===== config.mk =====
export PLATFORM = sky130hd
export DESIGN_NAME = btb_update_ctrl
export DESIGN_NICKNAME = d
export VERILOG_FILES = /design/src/rtl/riscv_pkg.sv /design/src/rtl/btb_update_ctrl.sv
export SDC_FILE = /design/constraint.sdc
export NUM_CORES = 1
export LEC_CHECK = 0
export CAP_MARGIN = 5
export CORE_MARGIN = 8
export CORE_UTILIZATION = 49
export CTS_CLUSTER_DIAMETER = 30
export CTS_CLUSTER_SIZE = 10
export DETAILED_ROUTE_END_ITERATION = 10
export PLACE_DENSITY = 0.73
export SYNTH_ARGS = -nofsm -noshare
export SYNTH_HDL_FRONTEND = slang
export SYNTH_SLANG_ARGS = --single-unit

===== constraint.sdc =====
create_clock -name clk -period 4.88 [get_ports clk]
set_input_delay 0.732 -clock clk [delete_from_list [all_inputs] [get_ports clk]]
set_output_delay 0.732 -clock clk [all_outputs]
set_load 0.1 [all_outputs]

===== src/rtl/riscv_pkg.sv =====
// Shared RISC-V core constants used by the front-end blocks.
// No logic; compile before any module that imports it.
// XLEN sets the width of PCs and branch targets.
package riscv_pkg;
    localparam int XLEN = 32;
endpackage


===== src/rtl/btb_update_ctrl.sv =====
// Purpose: queues resolved branch updates from EX into the BTB and sweeps every entry invalid after reset/flush.
// Latency: an update enqueued in cycle N is written to the BTB in cycle N+1 at the earliest; a sweep lasts ENTRIES cycles.
// Backpressure: ex_upd_ready drops when the queue is full (no same-cycle bypass); the queue only drains outside the sweep.
// Optional macro BTB_UPD_COALESCE_EN: an offer matching the youngest queued PC rewrites that entry's target instead of allocating.
module btb_update_ctrl
    import riscv_pkg::*;
#(
    parameter int ENTRIES = 64,
    parameter int QDEPTH  = 4
) (
    input  logic                             clk,
    input  logic                             reset,
    input  logic                             ex_upd_valid,
    output logic                             ex_upd_ready,
    input  logic [XLEN-1:0]                  ex_upd_pc,
    input  logic [XLEN-1:0]                  ex_upd_target,
    input  logic                             ex_upd_is_br,
    input  logic                             flush_req,
    output logic                             btb_update_en,
    output logic [XLEN-1:0]                  btb_pc_update,
    output logic [XLEN-1:0]                  btb_target_update,
    output logic                             btb_is_branch_or_jmp,
    output logic                             btb_inval_en,
    output logic [$clog2(ENTRIES)-1:0]       btb_inval_idx,
    output logic                             btb_lookup_en,
    output logic                             busy
);

    localparam int IDX_W = $clog2(ENTRIES);
    localparam int PTR_W = $clog2(QDEPTH);

    typedef enum logic {
        ST_CLEAR = 1'b0,
        ST_RUN   = 1'b1
    } state_t;

    state_t            state_q, state_d;
    logic [IDX_W-1:0]  idx_q, idx_d;
    // Pointers carry one extra wrap bit so full and empty are distinguishable.
    logic [PTR_W:0]    wr_ptr_q, wr_ptr_d;
    logic [PTR_W:0]    rd_ptr_q, rd_ptr_d;
    logic [XLEN-1:0]   pc_q  [QDEPTH];
    logic [XLEN-1:0]   pc_d  [QDEPTH];
    logic [XLEN-1:0]   tgt_q [QDEPTH];
    logic [XLEN-1:0]   tgt_d [QDEPTH];

    logic [PTR_W-1:0]  wr_idx;
    logic [PTR_W-1:0]  rd_idx;
    logic [PTR_W-1:0]  young_idx;
    logic [PTR_W:0]    young_ptr;
    logic              empty;
    logic              full;
    logic              deq;
    logic              take;
    logic              alloc;
    logic              merge;
    logic              coalesce_hit;

    assign wr_idx    = wr_ptr_q[PTR_W-1:0];
    assign rd_idx    = rd_ptr_q[PTR_W-1:0];
    assign young_ptr = wr_ptr_q - 1'b1;
    assign young_idx = young_ptr[PTR_W-1:0];
    assign empty     = (wr_ptr_q == rd_ptr_q);
    assign full      = (wr_ptr_q[PTR_W] != rd_ptr_q[PTR_W]) && (wr_idx == rd_idx);

    // Head drains one entry per cycle in RUN; a flush or reset in the same cycle suppresses the write.
    assign deq = (state_q == ST_RUN) && !empty && !flush_req && !reset;

`ifdef BTB_UPD_COALESCE_EN
    logic [PTR_W:0] count;
    assign count = wr_ptr_q - rd_ptr_q;
    // The youngest entry can only be rewritten if it is not leaving the queue this same cycle.
    assign coalesce_hit = !empty && (pc_q[young_idx] == ex_upd_pc)
                          && !(deq && (count == (PTR_W+1)'(1)));
    assign ex_upd_ready = !full || coalesce_hit;
`else
    assign coalesce_hit = 1'b0;
    assign ex_upd_ready = !full;
`endif

    // Non-branch offers complete the handshake but are dropped; flush wins over any enqueue.
    assign take  = ex_upd_valid && ex_upd_ready && ex_upd_is_br && !flush_req;
    assign alloc = take && !coalesce_hit;
    assign merge = take && coalesce_hit;

    // Next-state: queue writes, pointer motion, sweep counter and flush handling.
    always_comb begin
        state_d  = state_q;
        idx_d    = idx_q;
        wr_ptr_d = wr_ptr_q;
        rd_ptr_d = rd_ptr_q;
        pc_d     = pc_q;
        tgt_d    = tgt_q;

        if (alloc) begin
            pc_d[wr_idx]  = ex_upd_pc;
            tgt_d[wr_idx] = ex_upd_target;
            wr_ptr_d      = wr_ptr_q + 1'b1;
        end
        if (merge) begin
            tgt_d[young_idx] = ex_upd_target;
        end
        if (deq) begin
            rd_ptr_d = rd_ptr_q + 1'b1;
        end

        case (state_q)
            ST_CLEAR: begin
                if (idx_q == IDX_W'(ENTRIES - 1)) begin
                    state_d = ST_RUN;
                    idx_d   = '0;
                end else begin
                    idx_d = idx_q + 1'b1;
                end
            end
            default: begin
                idx_d = '0;
            end
        endcase

        if (flush_req) begin
            state_d  = ST_CLEAR;
            idx_d    = '0;
            wr_ptr_d = '0;
            rd_ptr_d = '0;
        end
    end

    // State registers; queue payload is not reset since the pointers define validity.
    always_ff @(posedge clk) begin
        if (reset) begin
            state_q  <= ST_CLEAR;
            idx_q    <= '0;
            wr_ptr_q <= '0;
            rd_ptr_q <= '0;
        end else begin
            state_q  <= state_d;
            idx_q    <= idx_d;
            wr_ptr_q <= wr_ptr_d;
            rd_ptr_q <= rd_ptr_d;
        end
        pc_q  <= pc_d;
        tgt_q <= tgt_d;
    end

    assign btb_update_en        = deq;
    assign btb_is_branch_or_jmp = deq;
    assign btb_pc_update        = pc_q[rd_idx];
    assign btb_target_update    = tgt_q[rd_idx];
    assign btb_inval_en         = (state_q == ST_CLEAR) && !reset;
    assign btb_inval_idx        = idx_q;
    assign btb_lookup_en        = (state_q == ST_RUN);
    assign busy                 = (state_q == ST_CLEAR) || !empty;

endmodule


==> results of run 1 <==
## worst max-delay path: cells and delay by family, from the launching register on
family | cells | cell delay (ns)
buffers and inverters | 2 | 1.38
flip-flops | 1 | 0.75
multiplexers | 1 | 0.58
## through the flow
stage	power (mW)	util	hold WS (ns)	instance area [µm²]	setup WS, ns
after CTS	5.777	0.6505	0.4840	13040	0.8327
after global routing	5.884	0.6505	0.5125	13040	0.7343
final	5.721	0.6505	0.4766	13040	0.9281
after detailed placement	2.862	0.5807	0.4750	11640	1.360
after floorplan	2.745	-	0.4978	9881	0.2380
after global placement	2.855	0.5807	0.4423	11640	1.371
## cell families (layout without fill, tap and decap cells)
group,after synthesis,count (layout),synth area share
AOI/OAI and AO/OA,6,6,0.004179
xor gates and xnor gates,10,10,0.008864
adders and majority gates,6,6,0.007598
buffers and inverters,18,223,0.01000
DFF,269,269,0.8044
muxes,66,66,0.1479
and+or+nand+nor,36,36,0.01710
## state kept, by name, indices dropped and copies added, names as in the netlist
| signal | count |
|---|---|
| btb_inval_idx | 6 |
| btb_lookup_en | 1 |
| pc_q | 128 |
| rd_ptr_q | 3 |
| tgt_q | 128 |
| wr_ptr_q | 3 |
## how the worst min path moves through the flow
stage                                start               end  slack, ns  cells after the start
after floorplan                rd_ptr_q[2]       rd_ptr_q[2]       0.50                      2
after global placement    btb_inval_idx[0]  btb_inval_idx[0]       0.44                      1
after detailed placement  btb_inval_idx[0]  btb_inval_idx[0]       0.48                      1
after CTS                 btb_inval_idx[0]  btb_inval_idx[0]       0.48                      1
after global routing      btb_inval_idx[0]  btb_inval_idx[0]       0.51                      1
final                     btb_inval_idx[0]  btb_inval_idx[0]       0.48                      1
## layout by cell type (no fill, tap or decap), types with 2 or more instances in the layout
cell type	n
edfxtp_1	256
clkdlybuf4s50_1	142
mux4_2	64
clkbuf_16	43
nor2_1	15
dfxtp_1	11
clkinv_2	7
clkbuf_1	7
xor2_1	6
nand2_1	6
ha_1	6
bufinv_16	6
nand3_1	4
xnor2_1	4
clkinvlp_4	4
and2_4	3
a31oi_1	3
inv_6	3
buf_4	3
inv_1	2
and3_1	2
mux2i_1	2
or3_1	2
clkinv_1	2
clkinv_4	2
buf_12	2
dfxtp_4	2
## final cells by class
type / instances / area (µm²)
Inverter: 2 / 7.507
Tap cell: 270 / 337.8
Fill cell: 1377 / 7003
Sequential cell: 269 / 7955
Clock buffer: 50 / 1102
Clock inverter: 24 / 296.5
Timing Repair Buffer: 147 / 1484
Multi-Input combinational cell: 124 / 1853
## power by group
| group | internal, mW | switching (mW) |
|---|---|---|
| Clock | 1.93 | 0.976 |
| Combinational | 0.0890 | 0.171 |
| Sequential | 2.55 | 0.00528 |
| Total | 4.57 | 1.15 |
## metal layers
layer	up-vias	global-route usage
met1	2395	0.1861
li1	2087	-
met5	-	0
met2	171	0.2641
met3	44	0.04150
met4	2	0.05209
==> run_results.csv, run 1 <==
group,metric,value,unit
grt,grt_pass1_vias,5213,
cts,cts.htree.levels,2,
sta,fin_setup_tns,0,ns
yosys,synth-seq-cells,269,
setup_path,crit_path_top_delay_cell,"clkdlybuf4s50_1",
grt,grt_max_degree,65,
setup_path,crit_fanout,38,
setup_path,crit_end,"btb_target_update[22]",
detailed_routing,drtPass1Iterations,4,
detailed_routing,top_layer,"met5",
flow_run,maxCapViolCount,0,
detailed_routing,wirelength_met1,7351,µm
yosys,yosysMostFrequentCell,"edfxtp_1",
cts,cts-root-buf,"clkbuf_16",
setup_path,worstSetupStartpointType,"register",
cts,cts_tree,"yes",
detailed_routing,antenna_left,0,
detailed_routing,drc,0,
placement,post-place-cells,812,
yosys,seq_area_frac_synth,0.8044,
sta,max-slew-margin-rel,0.2854,
sta,rsz0062_at_grt,"no",
sta,fin_crit_sh,0.8098,
die,rows,52,
yosys,synth.avg_cell_area,24.04,µm²
final_layout,diodes,0,
grt,antenna_found_initial,1,
detailed_routing,wl_met2,9581,µm
final_layout,nNetsFinal,661,
detailed_routing,via_per_inst,5.304,
setup_path,rr_startpoint,"rd_ptr_q[1]",
setup_path,r2r-end,"tgt_q[4]",
yosys,synth_edf_count,256,
setup_path,critPathMaxStageDelay,1.00,ns
final_layout,layout-drive-gt1-share,0.2289,
yosys,syn_inst,411,
setup_path,reg2reg_depth,4,
grt,grt_pass1_wl,28990,µm
placement,gp_congestion,0.6979,
final_layout,area_delta_synth_final,31.94,%
status,status,"finished clean",
yosys,yosys-top-cells-count,"edfxtp_1 (256), mux4_2 (64), nor2_1 (15)",
sta,slew_violations,0,
die,die_area,24960,µm²
detailed_routing,wl,18830,µm
sta,clock_skew,0.01430,ns
cts,postCtsSetupRepairBufs,0,
die,coreArea,20040,µm²
setup_path,critical_path.cell_chain,"buf_12 > mux4_2 > clkdlybuf4s50_1",
setup_path,end_kind,"output port",
yosys,post-synth-top-area-cell,"edfxtp_1",
grt,globalRoute.totalOverflow,0,
pwr,peakVddDrop,0.4769,mV
die,start_util,0.4931,
sta,fmax,253.0,MHz
setup_path,critPathKind,"reg -> out",
worst_hold_path,hp-class,"reg -> reg",
detailed_routing,wl_met3,1434,µm
pwr,power.density,438.9,nW/µm²
cts,cts.sink_count,269,
yosys,yosysTopAreaCellShare,0.7780,
placement,dp_hpwl,10930,µm
yosys,synth_nets,486,
die,die_w,158,µm
sta,worst_pin_slew,1.070,ns
cts,cts.path.max_buffers,3,
pwr,power_leakage,4.174,nW
cts,cts_buffers,42,
yosys,ys_warn_count,0,
yosys,synthDistinctLibCells,26,
cts,clkTransAtPathRegs,0.05,ns
detailed_routing,drt_iter0_drc,247,
cts,hold_buffers,0,
setup_path,reg2reg_slack,1.93,ns
setup_path,startpoint,"rd_ptr_q[0]",
cts,cts.repair.resized,0,
yosys,ys_top_cells_by_area,"edfxtp_1 (78%), mux4_2 (15%), dfxtp_1 (2.6%)",
detailed_routing,vias,4699,
yosys,async_reset_ff_frac,0,
setup_path,crit_arrival,3.22,ns
final_layout,stdcell_count,886,
sta,hold_viol,0,
yosys,netlist_area,9881,µm²
detailed_routing,drt-wirelength-per-cell,21.26,µm
cts,clk_latency,0.51,ns
placement,io_buffers,144,
grt,grt_usage,0.1540,
sta,setup_viol,0,
yosys,yosys_most_used_dff,"edfxtp_1",
sta,fin_crit,3.952,ns
die,die_h,158,µm
die,ios,145,
setup_path,cp.required,4.15,ns
(Power assumes the default switching activity.)
==> run 2: changes to the inputs <==
--- a/config.mk
+++ b/config.mk
@@ -7,11 +7,11 @@
 export LEC_CHECK = 0
 export CAP_MARGIN = 5
 export CORE_MARGIN = 8
-export CORE_UTILIZATION = 49
+export CORE_UTILIZATION = 54
 export CTS_CLUSTER_DIAMETER = 30
 export CTS_CLUSTER_SIZE = 10
 export DETAILED_ROUTE_END_ITERATION = 10
-export PLACE_DENSITY = 0.73
+export PLACE_DENSITY = 0.76
 export SYNTH_ARGS = -nofsm -noshare
 export SYNTH_HDL_FRONTEND = slang
 export SYNTH_SLANG_ARGS = --single-unit
==> constraint.sdc (replaced) <==
create_clock -name clk -period 4 [get_ports clk]
set_input_delay 0.6 -clock clk [delete_from_list [all_inputs] [get_ports clk]]
set_output_delay 0.6 -clock clk [all_outputs]
set_load 0.1 [all_outputs]
==> run 2 against run 1 <==
Net effect: sequential cell count unchanged; clock skew shrank 0.0047 ns; die area fell by 8.3%; routed wire length is 4.4% higher; critical path depth unchanged; combinational power up 20%; first-iteration DRC count grew 12%; critical path type unchanged; critical endpoint is now btb_pc_update[5].
==> run_results.csv, run 2 (synthesis results as in run 1) <==
group,metric,value,unit
status,status,"finished clean",
final_layout,multi_input_area,1853,µm²
cts,cts-root-buf,"clkbuf_16",
final_layout,layout-drive-gt1-share,0.3473,
detailed_routing,drtPass1Iterations,5,
die,rows,49,
placement,dp_hpwl,11130,µm
grt,grt_pass1_wl,30040,µm
cts,hold_buffers,0,
pwr,pwr-share-clk,0.531,
detailed_routing,antenna_left,0,
placement,io_buffers,144,
final_layout,num-fill-cells,1050,
cts,postCtsSetupRepairBufs,0,
setup_path,end_kind,"output port",
pwr,power.density,564.8,nW/µm²
grt,antenna_found_initial,1,
placement,place_ws,1.145,ns
detailed_routing,vias,4732,
grt,grt_max_degree,67,
die,ios,145,
pwr,combPwrFrac,0.043,
final_layout,final_common_cell,"edfxtp_1",
final_layout,area_delta_synth_final,31.14,%
placement,gp_congestion,0.7133,
die,die_h,151.3,µm
worst_hold_path,hp-class,"reg -> reg",
cts,cts_buffers,43,
die,die_area,22880,µm²
sta,slew_violations,0,
final_layout,mostFrequentLayoutCells,"edfxtp_1 (256), clkdlybuf4s50_1 (75), buf_4 (72)",
die,die_w,151.3,µm
flow_run,maxCapViolCount,0,
detailed_routing,via_per_inst,5.580,
sta,fin_setup_tns,0,ns
pwr,swShare,0.1949,
grt,globalRoute.totalOverflow,0,
sta,worst_pin_slew,0.9904,ns
cts,clkTransAtPathRegs,0.05,ns
detailed_routing,wl,19670,µm
sta,fin_crit_sh,0.7467,
sta,max-slew-margin-rel,0.3397,
sta,fin_crit,2.987,ns
detailed_routing,drt-wirelength-per-cell,23.19,µm
cts,cts.htree.levels,2,
pwr,peakVddDrop,0.3894,mV
die,coreArea,17960,µm²
sta,hold_viol,0,
detailed_routing,drc,0,
pwr,power_leakage,4.302,nW
setup_path,crit_arrival,2.39,ns
cts,cts.repair.resized,0,
die,start_util,0.5500,
final_layout,nNetsFinal,663,
pwr,seqPwrFrac,0.426,
setup_path,critPathKind,"reg -> out",
setup_path,cp.required,3.40,ns
sta,finalWorstSetupSlack,1.013,ns
sta,fmax,334.8,MHz
cts,cts.path.max_buffers,3,
detailed_routing,drt_iter0_drc,277,
setup_path,crit_fanout,50,
final_layout,diodes,0,
grt,grt_pass1_vias,5326,
cts,clk_latency,0.51,ns
pwr,internal_power,5.892,mW
sta,rsz0062_at_grt,"no",
sta,setup_viol,0,
sta,clock_skew,0.009583,ns
sta,holdWs,0.4879,ns
pwr,p_switching,1.426,mW
setup_path,worstSetupStartpointType,"register",
grt,grt_usage,0.1761,
cts,cts.sink_count,269,
final_layout,seqCellArea,7955,µm²
cts,cts_tree,"yes",
run 2: cell count changes in the layout (fill, tap and decap cells not counted), sizes merged:
cell	change
clkinvlp	+2
inv	-3
clkbuf	-3
bufinv	+4
clkinv	+2
clkdlybuf4s50	-67
buf	+68
run 2: final cells by class:
class / instances / area share
clock buffers: 47 / 0.08749
clock inverters: 29 / 0.03167
inverters: 2 / 0.0005794
multi-input cells: 124 / 0.1430
flip-flops and latches: 269 / 0.6139
well taps: 229 / 0.02211
repair buffers: 148 / 0.1012
run 2: path summary, 6_finish.rpt:
check,start,end,slack (ns),cells past startpoint
setup / recovery,rd_ptr_q[0],btb_pc_update[5],1.01,3
hold / removal,btb_inval_idx[0],btb_inval_idx[0],0.49,1
setup reg to reg,rd_ptr_q[0],pc_q[118],1.48,3
hold reg to reg,btb_inval_idx[0],btb_inval_idx[0],0.49,1
run 2: power by group through the flow:
stage                     combinational [mW]  sequential [mW]  clock [mW]
after floorplan                        0.168             3.18           0
after detailed placement               0.314             3.17           0
after CTS                              0.316             3.12        3.95
after global routing                   0.325             3.12        4.08
after global placement                 0.308             3.17           0
final                                  0.312             3.12        3.89
run 2: stage by stage:
stage | utilization | cells | area, µm² | total power [mW]
6_report | 0.7213 | 848 | 12960 | 7.318
5_1_grt | 0.7213 | 848 | 12960 | 7.519
4_1_cts | 0.7213 | 848 | 12960 | 7.381
3_5_place_dp | 0.6354 | 772 | 11410 | 3.486
3_3_place_gp | 0.6354 | 772 | 11410 | 3.478
2_1_floorplan | - | 411 | 9884 | 3.349
run 2: routing by layer:
| layer | GRT usage | wire length [µm] | up-vias | part of all wire |
|---|---|---|---|---|
| met4 | 0.05740 | 296 | 2 | 0.015 |
| met5 | 0 | 13 | - | 0.00066 |
| met3 | 0.05258 | 1550 | 30 | 0.079 |
| met2 | 0.2991 | 10390 | 171 | 0.53 |
| li1 | - | - | 2101 | - |
| met1 | 0.2124 | 7414 | 2428 | 0.38 |
run 2: critical path: stages (launching register included):
cell	delay (ns)
dfxtp_4	0.59
buf_12	0.41
mux4_2	0.61
buf_4	0.26
==> run 3: changes to the inputs <==
==> constraint.sdc (replaced) <==
create_clock -name clk -period 3 [get_ports clk]
set_input_delay 0.45 -clock clk [delete_from_list [all_inputs] [get_ports clk]]
set_output_delay 0.45 -clock clk [all_outputs]
set_load 0.1 [all_outputs]
==> run 3 against run 2 <==
Net effect: setup slack got worse by 0.82 ns; die area did not move; highest routed layer is now met4; sequential cell count did not move; clock power rose by 27%; final cell count rose by 0.94%; combinational power rose by 48%; register-to-register slack got worse by 0.79 ns; clock skew rose by 0.010 ns; utilization rose by 2.8 points; hold slack got worse by 0.0057 ns; via count rose by 3.2%; critical path depth did not move; critical path type unchanged.
==> run_results.csv, run 3 (synthesis results as in run 1) <==
group,metric,value,unit
status,status,"finished clean",
sta,hold_viol,0,
grt,grt_pass1_vias,5513,
worst_hold_path,worstHoldEndpoint,"btb_inval_idx[0]",
final_layout,mostFrequentLayoutCells,"edfxtp_1 (256), clkdlybuf4s50_1 (68), mux4_2 (64)",
sta,fin_crit,2.809,ns
setup_path,worstSetupStartpointType,"register",
die,coreArea,17960,µm²
grt,grt_usage,0.1926,
cts,cts.repair.resized,0,
final_layout,final_common_cell,"edfxtp_1",
worst_hold_path,hp-class,"reg -> reg",
cts,postCtsSetupRepairBufs,0,
setup_path,crit_fanout,27,
sta,slew_violations,0,
detailed_routing,wl,21610,µm
cts,clkTransAtPathRegs,0.05,ns
sta,setup_viol,0,
pwr,power.density,709.8,nW/µm²
grt,grt_max_degree,67,
placement,dp_hpwl,12280,µm
grt,grt_pass1_wl,32300,µm
placement,gp_congestion,0.7063,
final_layout,nNetsFinal,670,
sta,worst_pin_slew,0.5340,ns
final_layout,num-fill-cells,929,
cts,cts.path.max_buffers,3,
final_layout,layout-drive-gt1-share,0.3626,
grt,antenna_found_initial,1,
pwr,power_leakage,4.513,nW
cts,cts_buffers,43,
detailed_routing,drc,0,
sta,fin_setup_tns,0,ns
setup_path,rr_startpoint,"rd_ptr_q[0]",
placement,io_buffers,144,
detailed_routing,via_per_inst,5.703,
cts,cts.sink_count,269,
cts,cts_tree,"yes",
sta,rsz0062_at_grt,"no",
grt,globalRoute.totalOverflow,0,
detailed_routing,vias,4882,
die,start_util,0.5500,
cts,clk_latency,0.53,ns
setup_path,cp.required,2.55,ns
die,ios,145,
die,die_area,22880,µm²
flow_run,maxCapViolCount,0,
cts,cts.htree.levels,2,
sta,clock_skew,0.02000,ns
setup_path,crit_arrival,2.36,ns
setup_path,critPathKind,"reg -> out",
setup_path,r2r-end,"pc_q[33]",
detailed_routing,drt-wirelength-per-cell,25.24,µm
die,die_w,151.3,µm
detailed_routing,drt_iter0_drc,351,
worst_hold_path,worstHoldStart,"btb_inval_idx[0]",
sta,fmax,356.0,MHz
cts,cts-root-buf,"clkbuf_16",
detailed_routing,drtPass1Iterations,5,
setup_path,reg2reg_slack,0.69,ns
sta,max-slew-margin-rel,0.6440,
sta,fin_crit_sh,0.9364,
setup_path,reg2reg_depth,4,
final_layout,final_util,0.7497,
pwr,peakVddDrop,0.6211,mV
setup_path,end_kind,"output port",
die,rows,49,
worst_hold_path,hold_depth,1,
detailed_routing,antenna_left,0,
cts,hold_buffers,0,
final_layout,area_delta_synth_final,36.30,%
die,die_h,151.3,µm
==> run 3: worst max-delay path by stage <==
stage / to / slack (ns) / start / cells past startpoint
after global routing: busy / 0.02 / rd_ptr_q[0] / 4
after detailed placement: tgt_q[67] / 0.60 / ex_upd_is_br / 5
final: btb_target_update[8] / 0.19 / rd_ptr_q[0] / 3
after global placement: tgt_q[108] / 0.65 / ex_upd_is_br / 5
after CTS: btb_target_update[8] / 0.12 / rd_ptr_q[0] / 3
after floorplan: pc_q[0] / 0.0005 / wr_ptr_q[0] / 3
==> run 3: final cells by class <==
type | instances | area [µm²] | area share
antenna | 1 | 2.502 | 0.0001858
clock buffer | 49 | 1109 | 0.08231
clock inverter | 27 | 350.3 | 0.02601
inverter | 2 | 7.507 | 0.0005574
multi-input combinational | 124 | 1861 | 0.1381
sequential | 269 | 7955 | 0.5907
tap | 229 | 286.5 | 0.02127
timing repair buffer | 155 | 1897 | 0.1408
==> run 3: power breakdown <==
| group | internal (mW) | leakage, nW | total (mW) | switching, mW |
|---|---|---|---|---|
| registers | 4.15 | 2.42 | 4.16 | 0.00994 |
| clock network | 3.20 | 0.710 | 4.94 | 1.74 |
| logic | 0.171 | 1.38 | 0.462 | 0.291 |
==> run 3: worst max-delay path, stage by stage, from the launching register on <==
cell	delay [ns]
dfxtp_4	0.68
buf_12	0.32
mux4_2	0.61
buf_12	0.20
==> run 3: metal layers <==
layer | global-route usage | share of wire
met5 | 0 | 0
met4 | 0.07472 | 0.026
met3 | 0.05169 | 0.070
met2 | 0.3336 | 0.53
met1 | 0.2253 | 0.37
==> run 3: per-stage QoR <==
stage               setup WS (ns)  hold slack [ns]  instances  power (mW)  instance area (µm²)
floorplan               0.0004519           0.4978        411       4.466                 9892
global placement           0.6487           0.4499        779       4.680                12010
detailed placement         0.6012           0.4814        779       4.691                12010
CTS                        0.1238           0.4922        855       9.643                13470
global route              0.01525           0.4998        856       9.811                13470
finish                     0.1908           0.4822        856       9.559                13470
